--- src/rtl/data_mem_arbiter.sv ---
// rtl/data_mem_arbiter.sv - two-port round-robin arbiter/sequencer for a single-ported 64-bit data memory
//
// Purpose:
//   Grants one of two requesters (A = core load/store, B = debug/DMA loader)
//   at a time, drives the memory for exactly one ACCESS cycle, then returns
//   the result with a one-cycle acknowledge in RESP. Misaligned or
//   out-of-range addresses skip ACCESS and are acknowledged with err = 1.
//
// Ports:
//   clk, reset                  clock, asynchronous active-low reset
//   a_req/a_we/a_addr/a_wdata   port A command (held until a_ack)
//   a_ack/a_rdata/a_err         port A response (rdata/err valid with ack, else 0)
//   b_*                         port B, same as port A
//   mem_addr/mem_wdata          memory address and store data (0 outside ACCESS)
//   mem_write/mem_read          memory strobes (high only during ACCESS)
//   mem_rdata                   memory load data, combinational from mem_addr
//   busy                        high whenever the sequencer is not IDLE

module data_mem_arbiter #(
  parameter int ADDR_W = 64,
  parameter int DATA_W = 64,
  parameter int DEPTH  = 64
) (
  input  logic              clk,
  input  logic              reset,
  input  logic              a_req,
  input  logic              a_we,
  input  logic [ADDR_W-1:0] a_addr,
  input  logic [DATA_W-1:0] a_wdata,
  output logic              a_ack,
  output logic [DATA_W-1:0] a_rdata,
  output logic              a_err,
  input  logic              b_req,
  input  logic              b_we,
  input  logic [ADDR_W-1:0] b_addr,
  input  logic [DATA_W-1:0] b_wdata,
  output logic              b_ack,
  output logic [DATA_W-1:0] b_rdata,
  output logic              b_err,
  output logic [ADDR_W-1:0] mem_addr,
  output logic [DATA_W-1:0] mem_wdata,
  output logic              mem_write,
  output logic              mem_read,
  input  logic [DATA_W-1:0] mem_rdata,
  output logic              busy
);

  typedef enum logic [1:0] {
    IDLE   = 2'd0,
    ACCESS = 2'd1,
    RESP   = 2'd2
  } state_t;

  // Highest legal doubleword address, compared over the full address width
  // so large addresses fault instead of wrapping.
  localparam logic [ADDR_W-1:0] MAX_ADDR = ADDR_W'(DEPTH - 8);

  state_t            state;
  state_t            state_next;

  // Tie-break pointer: 0 = A wins the next tie, 1 = B wins.
  logic              ptr;

  // Latched command of the current winner.
  logic              cmd_port;   // 0 = A, 1 = B
  logic              cmd_we;
  logic              cmd_fault;
  logic [ADDR_W-1:0] cmd_addr;
  logic [DATA_W-1:0] cmd_wdata;
  logic [DATA_W-1:0] resp_data;

  // Arbitration of the requests sampled in IDLE.
  logic              any_req;
  logic              tie;
  logic              win_b;
  logic              win_we;
  logic [ADDR_W-1:0] win_addr;
  logic [DATA_W-1:0] win_wdata;
  logic              win_fault;

  always_comb begin
    any_req   = a_req | b_req;
    tie       = a_req & b_req;
    win_b     = b_req & (~a_req | ptr);
    win_we    = win_b ? b_we    : a_we;
    win_addr  = win_b ? b_addr  : a_addr;
    win_wdata = win_b ? b_wdata : a_wdata;
    win_fault = (win_addr[2:0] != 3'b000) || (win_addr > MAX_ADDR);
  end

  // State register.
  always_ff @(posedge clk or negedge reset) begin
    if (!reset) begin
      state <= IDLE;
    end else begin
      state <= state_next;
    end
  end

  // Next-state and output decode.
  always_comb begin
    state_next = state;
    mem_addr   = '0;
    mem_wdata  = '0;
    mem_write  = 1'b0;
    mem_read   = 1'b0;
    a_ack      = 1'b0;
    a_rdata    = '0;
    a_err      = 1'b0;
    b_ack      = 1'b0;
    b_rdata    = '0;
    b_err      = 1'b0;
    busy       = 1'b0;

    case (state)
      IDLE: begin
        if (any_req) begin
          state_next = win_fault ? RESP : ACCESS;
        end
      end
      ACCESS: begin
        busy       = 1'b1;
        mem_addr   = cmd_addr;
        if (cmd_we) begin
          mem_write = 1'b1;
          mem_wdata = cmd_wdata;
        end else begin
          mem_read  = 1'b1;
        end
        state_next = RESP;
      end
      RESP: begin
        busy = 1'b1;
        if (cmd_port) begin
          b_ack   = 1'b1;
          b_rdata = resp_data;
          b_err   = cmd_fault;
        end else begin
          a_ack   = 1'b1;
          a_rdata = resp_data;
          a_err   = cmd_fault;
        end
        state_next = IDLE;
      end
      default: begin
        state_next = IDLE;
      end
    endcase
  end

  // Command latch, tie-break pointer and response register.
  always_ff @(posedge clk or negedge reset) begin
    if (!reset) begin
      ptr       <= 1'b0;
      cmd_port  <= 1'b0;
      cmd_we    <= 1'b0;
      cmd_fault <= 1'b0;
      cmd_addr  <= '0;
      cmd_wdata <= '0;
      resp_data <= '0;
    end else begin
      case (state)
        IDLE: begin
          if (any_req) begin
            cmd_port  <= win_b;
            cmd_we    <= win_we;
            cmd_addr  <= win_addr;
            cmd_wdata <= win_wdata;
            cmd_fault <= win_fault;
            // Faulted accesses never reach ACCESS, so their response
            // data must already be zero here.
            resp_data <= '0;
            if (tie) begin
              ptr <= ~ptr;
            end
          end
        end
        ACCESS: begin
          resp_data <= cmd_we ? '0 : mem_rdata;
        end
        default: begin
        end
      endcase
    end
  end

endmodule

--- config.mk ---
export PLATFORM = sky130hd
export DESIGN_NAME = data_mem_arbiter
export DESIGN_NICKNAME = d
export VERILOG_FILES = /design/src/rtl/data_mem_arbiter.sv
export SDC_FILE = /design/constraint.sdc
export NUM_CORES = 1
export LEC_CHECK = 0
export ABC_AREA = 0
export CORE_AREA = 2 2 229 231
export CTS_CLUSTER_DIAMETER = 200
export DETAILED_ROUTE_END_ITERATION = 12
export DIE_AREA = 0 0 231 233
export SYNTH_ARGS = -nofsm -noshare
export SYNTH_HDL_FRONTEND = slang
export SYNTH_SLANG_ARGS = --single-unit
--- constraint.sdc ---
create_clock -name clk -period 1.72 [get_ports clk]
set_clock_uncertainty 0.1 [all_clocks]
set_input_delay 0.172 -clock clk [delete_from_list [all_inputs] [get_ports clk]]
set_output_delay 0.172 -clock clk [all_outputs]
set_load 0.01 [all_outputs]
; ---- Yosys cells after proc, flatten, opt, wreduce, memory -nomap -nowiden
; Index checks and enable logic that the tools add are counted.
[word_totals]
regBits = 198
in_bits = 326
out_inout_bits = 263
elab_cells = 55
[classes]
order_cmp = 1
n_eq_ne = 3
muxes = 29
n_bitwise = 6
n_reduce_logical = 8
[op_table]
columns = cell, count
row1 = 64-bit two-way mux, 11
row2 = 64-bit one-hot mux with 2 select lines, 1
row3 = "64-bit by 6-bit > comparator with 1-bit output, second input constant", 1
row4 = 1-bit two-way mux, 14
row5 = 2-bit two-way mux, 2
row6 = 2-bit one-hot mux with 2 select lines, 1
row7 = 2-bit AND reduction, 2
row8 = 3-bit AND reduction, 1
row9 = 3-bit nonzero test, 1
row10 = 1-bit AND, 2
row11 = "2-bit by 1-bit == test with 1-bit output, second input constant", 1
row12 = "2-bit == test, second input constant", 1
row13 = 2-bit logical NOT, 1
row14 = "2-bit != test, second input constant", 1
row15 = 1-bit inverter, 2
row16 = 1-bit bitwise OR, 2
row17 = 2-bit nonzero test, 1
row18 = 2-bit OR reduction, 1
row19 = 1-bit logical OR, 1

; ---- Longest topological paths before layout
[depth]
word_depth = 9
mapped_depth = 9
ltp_nobuf = 6

; ---- Worst setup path before layout
; No wires, ideal clock.
[synth_timing]
path_type = flip-flop to flip-flop
start = register state[0]
end = register cmd_addr[0]
setup_time_ps = 77
arrival_ps = 1600
required_ps = 1543
setup_slack_ps = -57
path_stages_with_launch = 9
path_buffers = 3
period_less_slack_ps = 1777
path_cell_list = dfrtp_1 > inv_1 > ha_1 > o21ai_1 > buf_2 > buf_2 > buf_2 > nand2_1 > o21ai_1
[synth_between]
elab_chain_cells = 2
[synth_lines]
columns = item, line_no
row1 = start: declaration, 58  ; state_t state;
row2 = start signal: assignment, 96  ; state <= state_next;
row3 = 2-bit logical NOT, 162  ; case (state)
row4 = 2-bit AND reduction (no source line), -
row5 = end signal: assignment, 167  ; cmd_addr <= win_addr;
row6 = end: declaration, 68  ; logic [ADDR_W-1:0] cmd_addr;
; Every way passes these cells.
; A chain may end at the register's enable or synchronous reset.

; ---- Worst setup path in the final report
[layout_timing]
start = register state[1]
end = output a_rdata[61]
[layout_between]
elab_chain_cells = 2
[layout_lines]
columns = item, line_no
row1 = 2-bit == test, 115  ; case (state)
row2 = 64-bit two-way mux, 115
row3 = end: declaration, 31  ; output logic [DATA_W-1:0] a_rdata,
; Every way passes these cells.

==> metrics.cfg <==
[global_route]
grt_pass1_wl_um = 68300
track_usage_pct = 16.8
grt_overflow = 0
globalRoute.busiestLayer = met2
first_global_vias = 11500
antenna_found_initial = 0
grtUsageMet1_pct = 20.0
grt_util_met3_pct = 3.70
grt_max_degree = 65
gr-usage-met2_pct = 29.7

[sta]
period_share_pct = 131
fin_crit_ns = 2.25
rsz0062_at_grt = yes
drv_slew = 0
setup_tns_ns = -132.92
maxSlewHeadroom_pct = 67.9
fmax_mhz = 445
hold_ws_ns = 0.107
final-setup-viol-count = 331
worstMarginPinSlew_ns = 0.481
layout_setup_ws_ns = -0.527
finalHoldViolCount = 0

[clock_tree]
clk_path_buf_depth = 2
cts.sinks = 198
htreeDepth = 4
path_clk_slew_ns = 0.07
clk_latency_ns = 0.48
cts_made_buffers = 17
cts_tree = built
cts_root_buf = clkbuf_16

[synth]
synth_cell_types = 29
syn_area_per_cell_um2 = 8.79
ys_seq_area_share_pct = 46.4
synth-seq-cells = 198
syn_nets = 1545
syn_area_um2 = 10700
ys_warn_count = 0
netlist_instances = 1216

[critical_path]
r2r_slack_ns = -0.43
cpPeakStageDelay_ns = 0.42
worst_path_dominant_cell_family = buffers and inverters
path_buf_inv = 5
worstPathCellList = buf_6 > ha_4 > nor2b_4 > buf_6 > buf_8 > buf_6 > and2_4 > buf_6
cp.arrival_ns = 1.98
slowest_stage = dfrtp_1
r2r-start = state[1]$_DFFE_PN0P_
path_max_fanout = 5
crit_top_cell = buf_6
start_kind = flop
startpoint = state[1]$_DFFE_PN0P_
required_ns = 1.45
crit_type = flop to output port
cp-end-kind = output port

[pwr]
p_sw_uw = 8290
seqPwrFrac_pct = 32.7
cellPowerDensity_nw_per_um2 = 1080
clock_power_share_pct = 19.3
cellLeakagePower_uw = 0.0101
power.internal_uw = 14200
swShare_pct = 36.9
power_frac_comb_pct = 48.1
peakVddDrop_mv = 0.628

[hold_path]
hold_class = primary input to asynchronous set/reset pin

[floorplan]
num_rows = 83
core_um2 = 51100
start_util_pct = 20.9
dieWidth_um = 231
die-area_um2 = 53800
ioPinCount = 589
die_h_um = 233

[route]
wl_per_cell_um = 19.4
via_count = 11600
drt-initial-drc-count = 600
viasPerCell = 4.42
ant_nets = 0
wl_um = 50800
drc = 0
first_pass_iters = 5

[place]
place_congestion = 0.945
port_buffers = 588
post-dp-hpwl_um = 35900

[flow_run]
cap_violations = 0

[run_status]
violations = setup timing
status = complete, but fails checks

[final_layout]
syn_to_final_growth_pct = 94.5
diodes = 0
layout.nets = 2257
n_fill_cell = 5095
drive_gt1_share_pct = 36.1

sequential cells by signal (all words and copies together), names as in the netlist:
register,count
cmd_wdata,64
cmd_port,1
state,2
cmd_we,1
resp_data,64
cmd_addr,64
ptr,1
cmd_fault,1
path summary, 6_finish.rpt:
path,to,depth (start not counted)
setup reg to reg,resp_data[11]$_DFFE_PN0P_,12
min in group clk,resp_data[29]$_DFFE_PN0P_,3
max in group asynchronous,resp_data[39]$_DFFE_PN0P_,3
hold reg to reg,cmd_wdata[26]$_DFFE_PN0P_,2
setup / recovery,a_rdata[61],8
hold / removal,cmd_addr[52]$_DFFE_PN0P_,2
synthesized netlist by cell type, drive strengths merged:
master,number,area share (%)
o21ai,198,9.3
xnor2,1,0.082
o22ai,1,0.059
ha,3,0.35
and2,131,7.7
a21boi,1,0.070
nor4,27,1.6
nor2b,2,0.12
or4,3,0.25
a21oi,1,0.047
nand2,268,9.4
nor3,2,0.094
inv,3,0.11
buf,36,1.6
o41ai,1,0.15
nand4,3,0.18
dfrtp,198,46
and3,129,7.6
o21a,1,0.070
clkbuf,69,2.4
nor2,6,0.21
mux2i,129,12
nand3,3,0.19
cells in the final DEF (no fill, tap or decap), types with 53 or more instances in the layout:
cell             netlist  layout
and2_1               131      57
and2_4                 0      74
and3_1               129      60
and3_4                 0      69
buf_2                 28      53
buf_4                  0     116
buf_6                  0     175
clkdlybuf4s50_1        0     324
dfrtp_1              198     196
mux2i_1              129     129
nand2_1              268     243
o21ai_0               96      67
o21ai_1              102     110
layout make-up:
cell class	count	area [um^2]	area share [%]
Clock buffer	18	439	2.11
Clock inverter	13	174	0.837
Inverter	3	11.3	0.0542
Multi-Input combinational cell	910	6110	29.4
Sequential cell	198	4960	23.9
Tap cell	680	851	4.09
Timing Repair Buffer	798	8240	39.6
routing by layer:
| layer | part of all wire [%] | vias to the layer above |
|---|---|---|
| met3 | 5.9 | 58 |
| met4 | 2.4 | 0 |
| li1 | - | 5572 |
| met5 | 0 | - |
| met2 | 51 | 429 |
| met1 | 41 | 5526 |
through the flow:
| step | instances | util, % | area (um^2) | total power [uW] | worst slack [ns] |
|---|---|---|---|---|---|
| global placement | 2515 | 36.1 | 18400 | 15200 | -0.956 |
| detailed placement | 2515 | 36.1 | 18400 | 15400 | -0.961 |
| global route | 2620 | 40.7 | 20800 | 23900 | -0.608 |
| CTS | 2575 | 37.6 | 19200 | 20800 | -0.834 |
| finish | 2620 | 40.7 | 20800 | 22500 | -0.527 |
| floorplan | 1216 | - | 10700 | 11200 | -0.0320 |
what timing repair did:
action / 4_1_cts / 5_1_grt
setup endpoints to repair: 459 / 460
hold buffers: 1 / 0
resized for setup: 535 / 809
cloned: 7 / 27
pin swaps: 1 / 54
hold endpoints to repair: 198 / 0
buffers inserted: 21 / 25
logic make-up (layout without fill, tap and decap cells):
kind of cell | after synthesis | in the layout | share of synthesized area [%]
flops | 198 | 198 | 46.4
buf+inv | 108 | 832 | 4.12
xor+xnor | 1 | 1 | 0.0820
mux | 129 | 129 | 12.1
simple gates | 574 | 574 | 27.3
compound gates | 203 | 203 | 9.67
fa+ha+maj | 3 | 3 | 0.351
power groups by stage:
stage               clock network [uW]  logic, uW  registers, uW
floorplan                            0       4220           6960
global placement                     0       7910           7250
detailed placement                   0       8050           7340
CTS                               4510       9030           7260
global route                      4660      11700           7560
finish                            4330      10800           7350
worst reg2reg max path: stages (launching register included):
cell,delay [ns]
dfrtp_1,0.42
inv_2,0.09
ha_4,0.20
buf_12,0.13
buf_8,0.12
clkbuf_16,0.16
nor2b_4,0.20
buf_6,0.12
buf_12,0.14
buf_6,0.12
buf_6,0.12
nand2_2,0.06
o21ai_2,0.12
Note: power is estimated with default switching activity, not from simulation.
